**src/rtl/pattern_hit_logger.sv**
```systemverilog
// Hit logger behind pattern_detect: re-trigger holdoff, timestamping, FWFT queue of
// {mask, ts} with valid/ready readout, and saturating hit/drop statistics.
module pattern_hit_logger #(
    parameter int MASK_W     = 10,
    parameter int TS_W       = 16,
    parameter int FIFO_DEPTH = 8,
    parameter int HOLDOFF    = 4,
    parameter int CNT_W      = 16
) (
    input  logic                          clk,
    input  logic                          rst,
    input  logic                          ena,
    input  logic                          detected,
    input  logic [MASK_W-1:0]             detected_mask,
    input  logic                          clear,
    output logic                          out_valid,
    input  logic                          out_ready,
    output logic [MASK_W-1:0]             out_mask,
    output logic [TS_W-1:0]               out_ts,
    output logic [$clog2(FIFO_DEPTH):0]   fifo_cnt,
    output logic [CNT_W-1:0]              hit_cnt,
    output logic [CNT_W-1:0]              drop_cnt,
    output logic                          overflow
);
    // state | meaning
    // IDLE  | armed, an ena cycle with detected accepts a hit
    // HOLD  | re-trigger holdoff running, detected ignored
    localparam int AW = $clog2(FIFO_DEPTH);
    localparam int CW = AW + 1;
    localparam int HW = (HOLDOFF > 0) ? $clog2(HOLDOFF + 1) : 1;
    localparam int EW = MASK_W + TS_W;

    typedef enum logic {IDLE, HOLD} state_t;

    state_t          state;
    logic [HW-1:0]   hold_cnt;
    logic [TS_W-1:0] ts;

    logic [EW-1:0]   mem [FIFO_DEPTH];
    logic [AW-1:0]   wr_ptr;
    logic [AW-1:0]   rd_ptr;
    logic [CW-1:0]   cnt;

    logic accept;
    logic full;
    logic pop;
    logic push;
    logic drop;

    assign accept    = ena & detected & (state == IDLE);
    assign out_valid = (cnt != '0);
    assign full      = (cnt == CW'(FIFO_DEPTH));
    assign pop       = out_valid & out_ready;
    assign push      = accept & (~full | pop);
    assign drop      = accept & ~push;

    assign out_mask  = out_valid ? mem[rd_ptr][EW-1:TS_W] : '0;
    assign out_ts    = out_valid ? mem[rd_ptr][TS_W-1:0]  : '0;
    assign fifo_cnt  = cnt;

    always_ff @(posedge clk) begin
        if (rst) begin
            state    <= IDLE;
            hold_cnt <= '0;
            ts       <= '0;
        end else if (ena) begin
            ts <= ts + TS_W'(1);
            case (state)
                IDLE: begin
                    if (detected && HOLDOFF > 0) begin
                        state    <= HOLD;
                        hold_cnt <= HW'(HOLDOFF);
                    end
                end
                HOLD: begin
                    hold_cnt <= hold_cnt - HW'(1);
                    if (hold_cnt == HW'(1)) state <= IDLE;
                end
                default: state <= IDLE;
            endcase
        end
    end

    // Storage carries no reset; contents are only visible through cnt.
    always_ff @(posedge clk) begin
        if (push) mem[wr_ptr] <= {detected_mask, ts};
    end

    always_ff @(posedge clk) begin
        if (rst) begin
            wr_ptr <= '0;
            rd_ptr <= '0;
            cnt    <= '0;
        end else begin
            if (push) wr_ptr <= wr_ptr + AW'(1);
            if (pop)  rd_ptr <= rd_ptr + AW'(1);
            if (push && !pop)      cnt <= cnt + CW'(1);
            else if (pop && !push) cnt <= cnt - CW'(1);
        end
    end

    // clear wins over a coincident increment; the hit itself still reaches the FIFO.
    always_ff @(posedge clk) begin
        if (rst || clear) begin
            hit_cnt  <= '0;
            drop_cnt <= '0;
            overflow <= 1'b0;
        end else begin
            if (accept && hit_cnt != '1) hit_cnt <= hit_cnt + CNT_W'(1);
            if (drop) begin
                overflow <= 1'b1;
                if (drop_cnt != '1) drop_cnt <= drop_cnt + CNT_W'(1);
            end
        end
    end
endmodule

```
**config.mk**
```make
export PLATFORM = sky130hd
export DESIGN_NAME = pattern_hit_logger
export DESIGN_NICKNAME = d
export VERILOG_FILES = /design/src/rtl/pattern_hit_logger.sv
export SDC_FILE = /design/constraint.sdc
export NUM_CORES = 1
export LEC_CHECK = 0
export BUFFER_PORTS_ARGS = -buffer_cell sky130_fd_sc_hd__buf_2
export CAP_MARGIN = 15
export CORE_MARGIN = 2
export CORE_UTILIZATION = 38
export CTS_CLUSTER_DIAMETER = 40
export DETAILED_ROUTE_END_ITERATION = 10
export MAX_ROUTING_LAYER = met4
export SYNTH_ARGS = -nofsm -noshare
export SYNTH_HDL_FRONTEND = slang
export SYNTH_SLANG_ARGS = --single-unit
```
**constraint.sdc**
```tcl
create_clock -name clk -period 3.65 [get_ports clk]
set_input_delay 0.1825 -clock clk [delete_from_list [all_inputs] [get_ports clk]]
set_output_delay 0.1825 -clock clk [all_outputs]
set_load 0.005 [all_outputs]
```
==> metrics <==
post-synthesis cell count 693; YS warnings 0; vias in the first global route 6,236; Die W about 170 um; worst hold path class in2reg; Area growth syn-to-layout 20.2%; number of buffers created by CTS 36; syn nets between 700 and 800; root buffer cell clkbuf_16; Avg Cell Area, Syn 15.9 um2; PD cells 633 mW/mm2; Starting Density 38.5%; layout cells sized above 1 between 20 and 30%; largest net degree at the start of global routing 35; critical path capture point type flop; PortBufs approximately 80; Async S/R FF share, synth 0%; Post-DP HPWL ~12 mm; RSZ-0062 raised after global routing no; number of DRC markers in iteration 0 approximately 350; most frequent cells in the layout 208 x edfxtp_1, 92 x nor2_1, 79 x buf_2, 63 x dfxtp_1, 52 x mux4_2; DRT Wirelength between 20 and 25 mm; Synth area leaders edfxtp_1 57%, dfxtp_1 12%, mux4_2 11%; I/O Pins 80; Final Critical Period just under 3000 ps; gpl congestion 0.783; Critical Path Source Type flop; most common cell after layout, fill and taps aside edfxtp_1; Clk pin slew, worst setup/hold paths 60 ps; Achievable Freq between 300 and 400 MHz; Final Hold Fails 0; routed vias just over 6k; Yosys top cell area share a little under three fifths; Worst VDD drop roughly 0.00029 V; DRT antenna net count 0; number of remaining DRC errors 0; clock latency on the worst-skew pair ~520 ps; Die Y 174 um; # Max-Cap Violations 0; core area 0.0286 mm2; Lkg Pwr between 4 and 5 nW; final setup skew 15.4 ps; fin crit share between 80% and 90%; Avg Vias per Cell about 5.0; area leader, netlist edfxtp_1; Crit Path Class reg2reg; Max Slew Vio Count 0; number of synthesized flops with an enable pin 208; sequential area share after synthesis between 60% and 70%; CTS tree built; DRT Pass-1 Iters 5; post-synth cell types 48; slew of the pin with the lowest slew margin 657 ps; global-route wire length before repair roughly 35 mm; Worst Path Required 4080 ps; relative slew slack a little under three fifths; worst hold margin around 120 ps; row cnt 62; most common flop cell mapped by yosys edfxtp_1; status completed; WL/cell about 18 um; Post-Place Worst Slack between 700 and 800 ps; final worst slack around 710 ps; Post-Syn Area 0.0110 mm2; Synth Register Bits about 270; crit path DAT 3370 ps; buffer depth of the longest clock path 3; final net count approximately 840; total grt overflow 0; final setup TNS 0 ps; fin util 46.3%; htree depth 2; initial antenna violation count 2; final setup fails 0; FILL cells about 2.5k; clk sink count about 270; critical path fanouts, max 7; die footprint roughly 0.030 mm2; Tot GR Track Use around 15%
## flip-flops by register name, summed over array words and instances (netlist names), named ones only
name / cells
state: 1
fifo_cnt: 4
hold_cnt: 3
wr_ptr: 3
hit_cnt: 16
mem: 208
rd_ptr: 3
drop_cnt: 16
overflow: 1
ts: 16
## metal layers
metal  global-route usage (%)  up-vias  wire [um]  share of wire (%)
li1                         -     2886          -                  -
met1                     20.3     3029       9970                 46
met2                     23.4      141      10000                 46
met3                     3.37       39       1270                5.8
met4                     4.17        0        362                1.7
met5                        -        -          0                  0
## Yosys cell counts, types with 5 or more instances
cell      number
edfxtp_1     208
nor2_1        95
dfxtp_1       66
mux4_2        52
xnor2_1       32
mux2i_1       30
nand2_1       30
clkbuf_1      18
nor3_1        17
nand3_1       16
a21oi_1       15
inv_1         12
xor2_1        12
ha_1          10
nand4_1       10
o21ai_0        8
and3_1         7
buf_2          5
nor4_1         5
## logic make-up after synthesis
logic type	count (synthesis)	synth area share [%]
simple gates	211	9.74
flops	274	68.7
xor+xnor	44	3.50
mux	83	13.5
buf+inv	39	1.45
compound gates	31	1.87
fa+ha+maj	11	1.32
## area by class of cell
type	instances	area [um2]	area share (%)
Antenna cell	2	5.00	0.0378
Clock buffer	43	937	7.07
Tap cell	384	480	3.63
Clock inverter	23	231	1.75
Timing Repair Buffer	105	631	4.76
Multi-Input combinational cell	380	3340	25.2
Inverter	13	48.8	0.368
Sequential cell	274	7570	57.2
## where the power goes
part / internal [mW] / leakage, nW / switching [mW]
Clock: 2.02 / 0.550 / 1.33
Combinational: 0.735 / 1.38 / 0.711
Sequential: 3.42 / 2.38 / 0.173
Total: 6.17 / 4.31 / 2.22
## worst max-delay path, cell delays in order, from the launching register on
cell	delay (ps)
dfxtp_1	410
nor3_1	410
nand2_1	100
nand2_1	270
inv_1	160
ha_1	260
inv_1	120
ha_1	240
a21o_1	180
a21oi_1	160
xnor2_1	90
or3_1	310
a21oi_1	150
## path summary, 6_finish.rpt
path                             from                  endpoint  slack [ps]  depth (start not counted)
max          fifo_cnt[0]$_SDFFE_PP0P_  fifo_cnt[3]$_SDFFE_PP0P_         710                         12
min                               ena        ts[0]$_SDFFE_PP0P_         120                          3
max reg2reg  fifo_cnt[0]$_SDFFE_PP0P_  fifo_cnt[3]$_SDFFE_PP0P_         710                         12
min reg2reg     overflow$_SDFFE_PP0P_     overflow$_SDFFE_PP0P_         450                          2
## through the flow
step	total power, mW	std cells	area [um2]
3_3_place_gp	5.13	1145	12000
4_1_cts	8.53	1222	13200
3_5_place_dp	5.14	1145	12000
2_1_floorplan	4.56	693	11000
5_1_grt	8.80	1224	13300
6_report	8.39	1224	13300
## timing repair
action                     CTS  global route
setup buffers                0             0
setup endpoints to repair    0             0
hold buffers                11             0
gates resized for setup      0             0
hold endpoints to repair    82             0
Note: power is estimated with default switching activity, not from simulation.
